--- src/rtl/decoder_pkg.sv ---
// Shared load/store decode definitions: funct3 size codes, LSU FSM states,
// and a helper that classifies a size code as legal for the data bus.
package decoder_pkg;

    localparam logic [2:0] LDST_B  = 3'd0;
    localparam logic [2:0] LDST_H  = 3'd1;
    localparam logic [2:0] LDST_W  = 3'd2;
    localparam logic [2:0] LDST_BU = 3'd4;
    localparam logic [2:0] LDST_HU = 3'd5;

    typedef enum logic [1:0] {
        IDLE = 2'd0,
        BUSY = 2'd1,
        RESP = 2'd2
    } lsu_state_t;

    // Codes 3, 6 and 7 have no load/store meaning and must never reach the bus.
    function automatic logic size_legal(input logic [2:0] size);
        return (size == LDST_B) || (size == LDST_H) || (size == LDST_W) ||
               (size == LDST_BU) || (size == LDST_HU);
    endfunction

endpackage

--- src/rtl/lsu_align.sv ---
// Combinational lane logic for the LSU: byte enables, store-data replication,
// load-data extraction/extension and the alignment check.
module lsu_align
    import decoder_pkg::*;
(
    input  logic [2:0]  size_i,
    input  logic [1:0]  addr_i,
    input  logic [31:0] wd_i,
    input  logic [31:0] mem_rd_i,
    output logic [3:0]  be_o,
    output logic [31:0] wd_o,
    output logic [31:0] rd_o,
    output logic        misaligned_o
);

    logic [7:0]  rd_byte;
    logic [15:0] rd_half;

    // Lane selection per access size; illegal sizes produce no enables.
    always_comb begin
        be_o         = 4'b0000;
        wd_o         = wd_i;
        rd_o         = 32'h0;
        misaligned_o = 1'b0;
        rd_byte      = mem_rd_i[{addr_i, 3'b000} +: 8];
        rd_half      = addr_i[1] ? mem_rd_i[31:16] : mem_rd_i[15:0];
        case (size_i)
            LDST_B, LDST_BU: begin
                be_o = 4'b0001 << addr_i;
                wd_o = {4{wd_i[7:0]}};
                rd_o = (size_i == LDST_B) ? {{24{rd_byte[7]}}, rd_byte}
                                          : {24'h0, rd_byte};
            end
            LDST_H, LDST_HU: begin
                be_o         = 4'b0011 << {addr_i[1], 1'b0};
                wd_o         = {2{wd_i[15:0]}};
                misaligned_o = addr_i[0];
                rd_o         = (size_i == LDST_H) ? {{16{rd_half[15]}}, rd_half}
                                                  : {16'h0, rd_half};
            end
            LDST_W: begin
                be_o         = 4'b1111;
                misaligned_o = |addr_i;
                rd_o         = mem_rd_i;
            end
            default: ;
        endcase
    end

endmodule

--- src/rtl/riscv_lsu_ctrl.sv ---
// Load/store controller: accepts one memory instruction in IDLE, runs a single
// req/ready bus transaction in BUSY (with optional timeout), and releases the
// core in RESP, pulsing the fault output for misaligned/illegal/timed-out accesses.
module riscv_lsu_ctrl
    import decoder_pkg::*;
#(
    parameter int unsigned TIMEOUT = 16
) (
    input  logic        clk_i,
    input  logic        rst_ni,
    input  logic        core_req_i,
    input  logic        core_we_i,
    input  logic [2:0]  core_size_i,
    input  logic [31:0] core_addr_i,
    input  logic [31:0] core_wd_i,
    output logic [31:0] core_rd_o,
    output logic        core_stall_o,
    output logic        core_fault_o,
    output logic        mem_req_o,
    output logic        mem_we_o,
    output logic [3:0]  mem_be_o,
    output logic [31:0] mem_addr_o,
    output logic [31:0] mem_wd_o,
    input  logic [31:0] mem_rd_i,
    input  logic        mem_ready_i
);

    // A zero TIMEOUT still needs a 1-bit counter so the logic stays well formed.
    localparam int unsigned CNT_W = (TIMEOUT > 0) ? $clog2(TIMEOUT + 1) : 1;

    lsu_state_t        state_q, state_d;
    logic              we_q;
    logic [2:0]        size_q;
    logic [31:0]       addr_q;
    logic [31:0]       wd_q;
    logic [3:0]        be_q;
    logic [31:0]       rd_q;
    logic              fault_q, fault_d;
    logic [CNT_W-1:0]  cnt_q, cnt_d;
    logic              latch_en;
    logic              rd_en;
    logic              stall;

    logic [2:0]        al_size;
    logic [1:0]        al_addr;
    logic [3:0]        al_be;
    logic [31:0]       al_wd;
    logic [31:0]       al_rd;
    logic              al_misaligned;

    // The aligner sees the incoming request while idle, and the latched
    // request while the bus transaction is in flight (for load extraction).
    assign al_size = (state_q == BUSY) ? size_q      : core_size_i;
    assign al_addr = (state_q == BUSY) ? addr_q[1:0] : core_addr_i[1:0];

    lsu_align u_align (
        .size_i       (al_size),
        .addr_i       (al_addr),
        .wd_i         (core_wd_i),
        .mem_rd_i     (mem_rd_i),
        .be_o         (al_be),
        .wd_o         (al_wd),
        .rd_o         (al_rd),
        .misaligned_o (al_misaligned)
    );

    // Next-state, stall and latch/capture enables.
    always_comb begin
        state_d  = state_q;
        fault_d  = fault_q;
        cnt_d    = '0;
        latch_en = 1'b0;
        rd_en    = 1'b0;
        stall    = 1'b0;
        case (state_q)
            IDLE: begin
                if (core_req_i) begin
                    stall = 1'b1;
                    if (!size_legal(core_size_i) || al_misaligned) begin
                        fault_d = 1'b1;
                        state_d = RESP;
                    end else begin
                        latch_en = 1'b1;
                        state_d  = BUSY;
                    end
                end
            end
            BUSY: begin
                stall = 1'b1;
                cnt_d = (cnt_q == {CNT_W{1'b1}}) ? cnt_q : cnt_q + 1'b1;
                // Ready wins over a timeout that expires in the same cycle.
                if (mem_ready_i) begin
                    rd_en   = !we_q;
                    state_d = RESP;
                end else if ((TIMEOUT != 0) && (cnt_q == CNT_W'(TIMEOUT - 1))) begin
                    fault_d = 1'b1;
                    state_d = RESP;
                end
            end
            RESP: begin
                fault_d = 1'b0;
                state_d = IDLE;
            end
            default: begin
                state_d = IDLE;
            end
        endcase
    end

    // State, counter and fault flag.
    always_ff @(posedge clk_i or negedge rst_ni) begin
        if (!rst_ni) begin
            state_q <= IDLE;
            cnt_q   <= '0;
            fault_q <= 1'b0;
        end else begin
            state_q <= state_d;
            cnt_q   <= cnt_d;
            fault_q <= fault_d;
        end
    end

    // Request latches, captured only for accesses that will go to the bus.
    always_ff @(posedge clk_i or negedge rst_ni) begin
        if (!rst_ni) begin
            we_q   <= 1'b0;
            size_q <= 3'd0;
            addr_q <= 32'h0;
            wd_q   <= 32'h0;
            be_q   <= 4'h0;
        end else if (latch_en) begin
            we_q   <= core_we_i;
            size_q <= core_size_i;
            addr_q <= core_addr_i;
            wd_q   <= al_wd;
            be_q   <= al_be;
        end
    end

    // Load result register: only a completed load updates it.
    always_ff @(posedge clk_i or negedge rst_ni) begin
        if (!rst_ni) begin
            rd_q <= 32'h0;
        end else if (rd_en) begin
            rd_q <= al_rd;
        end
    end

    assign mem_req_o    = (state_q == BUSY);
    assign mem_we_o     = (state_q == BUSY) && we_q;
    assign mem_be_o     = (state_q == BUSY) ? be_q : 4'h0;
    assign mem_addr_o   = addr_q;
    assign mem_wd_o     = wd_q;
    assign core_rd_o    = rd_q;
    assign core_stall_o = stall;
    assign core_fault_o = (state_q == RESP) && fault_q;

endmodule

--- config.mk ---
export PLATFORM = sky130hd
export DESIGN_NAME = riscv_lsu_ctrl
export DESIGN_NICKNAME = d
export VERILOG_FILES = /design/src/rtl/decoder_pkg.sv /design/src/rtl/lsu_align.sv /design/src/rtl/riscv_lsu_ctrl.sv
export SDC_FILE = /design/constraint.sdc
export NUM_CORES = 1
export LEC_CHECK = 0
export ABC_AREA = 1
export CORE_ASPECT_RATIO = 1.1
export CORE_MARGIN = 2
export CORE_UTILIZATION = 47
export DETAILED_ROUTE_END_ITERATION = 8
export GPL_ROUTABILITY_DRIVEN = 0
export PLACE_DENSITY_LB_ADDON = 0.2
export SYNTH_ARGS = -nofsm -noshare
export SYNTH_HDL_FRONTEND = slang
export SYNTH_HIERARCHICAL = 1
export SYNTH_SLANG_ARGS = --single-unit
--- constraint.sdc ---
create_clock -name clk_i -period 3.5 [get_ports clk_i]
set_clock_uncertainty 0.15 [all_clocks]
set_input_delay 0.7 -clock clk_i [delete_from_list [all_inputs] [get_ports clk_i]]
set_output_delay 0.7 -clock clk_i [all_outputs]
set_load 0.005 [all_outputs]
==> reports/metrics.csv, run 1 <==
stage;metric;value;unit
detailed_routing;via_count;5999;
setup_path;crit_path_end_kind;output port;
synth;yosysMostFrequentCell;nand2_1;
synth;yosysTopAreaCell;dfrtp_1;
sta;slew_headroom;0.524;
floorplanning;core_area;13200;um^2
status;status;finished, final reports clean;
synth;synthFlopType;dfrtp_1;
place;hpwl;11.9;mm
floorplanning;die-area;14500;um^2
clocking;cts_tree;done;
detailed_routing;via_per_inst;4.78;
clocking;path_clk_slew;0.08;ns
sta;hold_slack;0.225;ns
sta;fin_crit_sh;0.856;
detailed_routing;final_antenna_net_count;0;
finish;nets;1195;
grt;grt_pass1_vias;5590;
detailed_routing;wire_per_inst;13.2;um
setup_path;cp-start-kind;register;
setup_path;regToRegSetupSlack;0.77;ns
pwr;p_leak;4.50;nW
synth;synth-edff-count;0;
sta;tightest_slew;0.714;ns
pwr;power.density;743;nW/um^2
sta;setup_viol;0;
detailed_routing;wl;16.6;mm
synth;syn_avg_cell_area;6.95;um^2
synth;yosysWarnings;6;
grt;grt_pass1_wl;27.7;mm
clocking;clockRootBuffer;clkbuf_16;
synth;synth-seq-area-share;0.441;
setup_path;critPathKind;register to output port;
clocking;clk_latency;0.36;ns
flow_run;cap_violations;0;
synth;async_reset_ff_frac;1.00;
floorplanning;fp.dieW;115;um
clocking;cts_resized;0;
sta;drv_slew;0;
finish;antenna_cells;0;
sta;rsz0062_at_grt;false;
floorplanning;start_util;0.481;
clocking;clkSinkCount;112;
setup_path;cp_top_family;buffers and inverters;
setup_path;crit_slowest_cell;clkdlybuf4s50_1;
place;port_buffers;207;
finish;area_growth;36.8;%
synth;ys_top_cells_by_area;dfrtp_1 (44%), nand2_1 (22%), inv_1 (9.2%), o21ai_1 (6.5%), nand4_1 (3.2%);
grt;met2_usage;0.371;
clocking;numCtsBuffers;9;
grt;track_usage;0.238;
floorplanning;num_rows;44;
setup_path;arrival;2.14;ns
detailed_routing;first_pass_iters;5;
grt;use_met1;0.331;
synth;synth_nets;1021;
detailed_routing;drt_first_iter_violations;465;
setup_path;worst-path-max-fanout;17;
detailed_routing;post-route-drc-count;0;
sta;hold_viol;0;
clocking;post-cts-setup-buffer-count;0;
setup_path;r2r_start;state_q[1]$_DFFE_PN0P_;
synth;yosys-top-cells-count;nand2_1 (375), inv_1 (155), dfrtp_1 (112);
grt;antenna_found_initial;0;
min_path;hold_class;primary input to asynchronous set/reset pin;
floorplanning;fp.dieH;126;um
setup_path;critPathBufInv;2;
finish;drive_gt1_frac;0.0467;
clocking;holdBufCountCts;0;
clocking;clk_path_buf_depth;2;
sta;period_needed;2.99;ns
synth;ys_types;31;
grt;met3_usage;0.0443;
setup_path;max_stage_delay;0.53;ns
setup_path;cp_cell_sequence;nor2_4 > inv_1 > nor2_1 > clkdlybuf4s50_1;
floorplanning;io_pins;208;
grt;busiest_layer;met2;
synth;synthCells;914;
grt;grt_max_degree;73;
setup_path;worstReg2RegEnd;mem_wd_o[4]$_DFFE_PN0P_;
grt;grt.overflow.total;0;
pwr;ir_drop;0.348;mV
setup_path;required;2.65;ns
synth;ys_ff_latch;112;
clocking;htreeDepth;3;
sta;max_clock_freq;0.334;GHz
setup_path;worstRegToRegCells;10;
synth;synth_top_cell_area_share;0.441;
sta;final.setup.tns;0;ns
synth;syn_area;6350;um^2
[cell families (layout without fill, tap and decap cells)]
kind of cell / count (synthesis) / count (layout) / share of synthesized area
and+or+nand+nor: 443 / 443 / 0.285
buffers and inverters: 221 / 400 / 0.156
AOI/OAI and AO/OA: 135 / 135 / 0.112
DFF: 112 / 112 / 0.441
adders and majority gates: 3 / 3 / 0.00591
[how the worst max path moves through the flow]
stage | startpoint | end | slack [ns] | depth (start not counted)
after floorplan | state_q[1]$_DFFE_PN0P_ | mem_addr_o[19]$_DFFE_PN0P_ | 0.92 | 13
after global placement | core_addr_i[0] | mem_wd_o[29]$_DFFE_PN0P_ | 0.47 | 9
after detailed placement | core_size_i[0] | mem_wd_o[26]$_DFFE_PN0P_ | 0.41 | 11
after CTS | state_q[1]$_DFFE_PN0P_ | mem_be_o[0] | 0.48 | 4
after global routing | state_q[1]$_DFFE_PN0P_ | mem_be_o[0] | 0.37 | 4
final | state_q[1]$_DFFE_PN0P_ | mem_be_o[0] | 0.51 | 4
[power by group]
part | switching (W) | leakage [nW] | internal (W)
registers | 0.000321 | 1.44 | 0.00187
clock network | 0.000514 | 0.139 | 0.000503
logic | 0.00163 | 2.92 | 0.00163
[cell usage in the layout (no fill, tap or decap), drive strengths merged, types with 5 or more instances in the layout]
master,Yosys,layout
buf,47,14
clkbuf,10,10
clkdlybuf4s50,0,206
clkinv,2,5
dfrtp,112,112
inv,162,164
nand2,379,379
nand3,10,10
nand4,33,33
nor2,19,19
o211ai,8,8
o21ai,121,121
[stage by stage]
| step | util | setup slack, ns | power, W | area (um^2) | cells |
|---|---|---|---|---|---|
| 6_report | 0.658 | 0.505 | 0.00646 | 8690 | 1254 |
| 5_1_grt | 0.658 | 0.371 | 0.00701 | 8690 | 1254 |
| 4_1_cts | 0.658 | 0.481 | 0.00651 | 8690 | 1254 |
| 3_5_place_dp | 0.636 | 0.406 | 0.00547 | 8400 | 1238 |
| 3_3_place_gp | 0.636 | 0.468 | 0.00541 | 8400 | 1238 |
| 2_1_floorplan | - | 0.919 | 0.00389 | 6350 | 914 |
[state kept, by name, indices dropped and copies added, names as in the netlist]
name / flops
be_q: 4
mem_addr_o: 32
cnt_q: 5
core_rd_o: 32
mem_wd_o: 32
state_q: 2
we_q: 1
fault_q: 1
size_q: 3
[worst register-to-register path, cell delays in order (launching register included)]
cell     delay [ns]
dfrtp_1        0.45
nor2_4         0.41
nand2_1        0.09
o21ai_1        0.26
inv_2          0.25
o22ai_1        0.32
nor2_4         0.08
nand3_4        0.14
buf_12         0.29
nand2_1        0.13
o21ai_1        0.09
[metal layers]
metal,up-vias,routed length (um)
met5,-,0
met4,0,382
met3,25,1100
met2,190,7490
met1,2658,7600
li1,3126,-
[cell type report]
type	instances	area (um^2)
fillers	1193	4520
flip-flops and latches	112	2800
multi-input cells	581	2570
repair buffers	220	2200
inverters	164	618
clock buffers	10	229
well taps	161	201
clock inverters	6	63.8
No activity file was read; power rests on OpenSTA's default activity.
==> inputs of run 2 (changes only) <==
- ABC_AREA: 1 -> default
- CORE_MARGIN: 2 -> 3
- CORE_UTILIZATION: 47 -> 46
==> reports/metrics.csv, run 2 <==
stage;metric;value;unit
status;status;finished, final reports clean;
synth;synthFlopType;dfrtp_1;
finish;multi_input_area;2950;um^2
setup_path;critPathKind;register to register;
pwr;p_leak;3.86;nW
floorplanning;fp.dieH;127;um
setup_path;cp-start-kind;register;
min_path;holdCritStartpoint;be_q[1]$_DFFE_PN0P_;
place;place_area;8170;um^2
setup_path;worst-path-max-fanout;17;
sta;hold_slack;0.357;ns
synth;ys_top_cells_by_area;dfrtp_1 (46%), mux2_4 (17%), mux2_2 (8.6%), mux2i_1 (2.8%), a311oi_2 (2.7%);
pwr;power.density;810;nW/um^2
setup_path;arrival;3.27;ns
setup_path;max_stage_delay;0.48;ns
min_path;hold_class;register to register;
finish;area_growth;38.0;%
synth;async_reset_ff_frac;1.00;
pwr;swShare;0.316;
floorplanning;core_area;12800;um^2
synth;yosysMostFrequentCell;dfrtp_1;
sta;setup_viol;0;
detailed_routing;via_count;4340;
finish;final_common_cell;clkdlybuf4s50_1;
setup_path;cp_cell_sequence;or2b_1 > inv_1 > nand2_1 > nand2_1 > buf_4 > mux2i_1 > o21a_2 > a311oi_2 > mux2_2;
sta;max_clock_freq;0.313;GHz
clocking;clkSinkCount;112;
synth;synth-seq-area-share;0.457;
synth;yosysTopAreaCell;dfrtp_1;
grt;antenna_found_initial;0;
grt;grt.overflow.total;0;
pwr;p_int;0.00469;W
synth;synthCells;457;
setup_path;worstReg2RegEnd;core_rd_o[23]$_DFFE_PN0P_;
sta;fin_crit_sh;0.911;
clocking;cts_resized;0;
floorplanning;io_pins;208;
floorplanning;num_rows;43;
grt;track_usage;0.211;
sta;slew_headroom;0.293;
floorplanning;die-area;14800;um^2
finish;drive_gt1_frac;0.260;
floorplanning;start_util;0.479;
sta;drv_slew;0;
synth;yosysWarnings;6;
clocking;clockRootBuffer;clkbuf_16;
pwr;switching_power;0.00216;W
finish;final_cell_mix;clkdlybuf4s50_1 (206), dfrtp_1 (112), mux2_4 (69);
min_path;holdPathEnd;be_q[1]$_DFFE_PN0P_;
synth;syn_area;6130;um^2
finish;layoutNonFillerInstCount;814;
floorplanning;fp.dieW;116;um
synth;synth-edff-count;0;
clocking;post-cts-setup-buffer-count;0;
detailed_routing;drt_first_iter_violations;308;
clocking;clk_path_buf_depth;2;
synth;synth_nets;564;
finish;final_area;8460;um^2
clocking;clk_latency;0.35;ns
finish;nets;760;
setup_path;path_common_cell;nand2_1;
clocking;htreeDepth;3;
sta;final.setup.tns;0;ns
pwr;power;0.00685;W
finish;antenna_cells;0;
setup_path;required;3.58;ns
grt;grt_pass1_vias;4566;
place;place_inst;798;
setup_path;cp_top_family;multiplexers;
grt;grt_max_degree;85;
clocking;path_clk_slew;0.07;ns
synth;syn_avg_cell_area;13.4;um^2
clocking;cts_tree;done;
pwr;ir_drop;0.503;mV
pwr;seq_power_share;0.326;
setup_path;r2r_start;state_q[1]$_DFFE_PN0P_;
pwr;p_clk_frac;0.140;
setup_path;crit_path_end_kind;register;
detailed_routing;post-route-drc-count;0;
place;port_buffers;207;
setup_path;worstRegToRegCells;9;
setup_path;regToRegSetupSlack;0.31;ns
detailed_routing;final_antenna_net_count;0;
detailed_routing;wire_per_inst;19.4;um
sta;hold_viol;0;
finish;regArea;2800;um^2
detailed_routing;wl;15.8;mm
sta;tightest_slew;1.06;ns
synth;ys_types;52;
synth;yosys-top-cells-count;dfrtp_1 (112), mux2_4 (69), mux2_2 (47);
clocking;holdBufCountCts;0;
sta;period_needed;3.19;ns
pwr;p_comb_frac;0.534;
sta;rsz0062_at_grt;false;
setup_path;crit_slowest_cell;o21a_2;
detailed_routing;first_pass_iters;4;
clocking;numCtsBuffers;9;
detailed_routing;via_per_inst;5.33;
grt;grt_pass1_wl;24.5;mm
finish;fill_cells;988;
synth;synth_top_cell_area_share;0.457;
flow_run;cap_violations;0;
setup_path;critPathBufInv;2;
place;hpwl;11.8;mm
synth;ys_ff_latch;112;
min_path;hold_depth;1;
## run 2: cell types whose count changed after synthesis, sizes merged, moves of 7 or more
cell	before	now
a211o	0	7
a221o	0	8
a311oi	0	16
buf	47	33
inv	162	5
mux2	0	122
mux2i	0	17
nand2	379	40
nand3	10	0
nand4	33	0
o211ai	8	0
o21ai	121	12
## run 2: worst max-delay path by stage
stage	start	to	slack (ns)	depth (start not counted)
detailed placement	core_addr_i[1]	core_rd_o[23]$_DFFE_PN0P_	0.16	8
finish	state_q[1]$_DFFE_PN0P_	core_rd_o[23]$_DFFE_PN0P_	0.31	9
global route	state_q[0]$_DFFE_PN0P_	mem_addr_o[26]$_DFFE_PN0P_	0.1	10
floorplan	state_q[1]$_DFFE_PN0P_	be_q[0]$_DFFE_PN0P_	0.22	13
global placement	core_addr_i[1]	core_rd_o[26]$_DFFE_PN0P_	0.26	8
CTS	state_q[1]$_DFFE_PN0P_	core_rd_o[23]$_DFFE_PN0P_	0.21	9
## run 2: cell type report
class / instances / area share
Multi-Input combinational cell: 300 / 0.348
Tap cell: 157 / 0.0232
Clock buffer: 10 / 0.0282
Inverter: 5 / 0.00222
Sequential cell: 112 / 0.331
Clock inverter: 5 / 0.00384
Timing Repair Buffer: 225 / 0.263
## run 2: kinds of logic after synthesis
| family | synth area share |
|---|---|
| muxes | 0.298 |
| DFF | 0.457 |
| and+or+nand+nor | 0.0794 |
| AOI/OAI and AO/OA | 0.0914 |
| buffers and inverters | 0.0641 |
| xor gates and xnor gates | 0.00429 |
| adders and majority gates | 0.00612 |
## run 2: power by group through the flow
stage / registers, W / logic [W] / clock network [W]
6_report: 0.00223 / 0.00366 / 0.000960
5_1_grt: 0.00231 / 0.00390 / 0.00103
4_1_cts: 0.00224 / 0.00366 / 0.000989
3_5_place_dp: 0.00225 / 0.00364 / 0
3_3_place_gp: 0.00223 / 0.00357 / 0
2_1_floorplan: 0.00224 / 0.00209 / 0
## run 2: through the flow
step,utilization,worst slack [ns]
after floorplan,-,0.216
final,0.661,0.310
after global placement,0.638,0.259
after global routing,0.661,0.0951
after detailed placement,0.638,0.157
after CTS,0.659,0.213
## run 2: routing by layer
| metal | vias up | global-route usage | part of all wire |
|---|---|---|---|
| li1 | 2030 | - | - |
| met1 | 2121 | 0.281 | 0.43 |
| met2 | 167 | 0.336 | 0.47 |
| met3 | 22 | 0.0464 | 0.075 |
| met4 | 0 | 0.0792 | 0.022 |
| met5 | - | 0 | 0 |
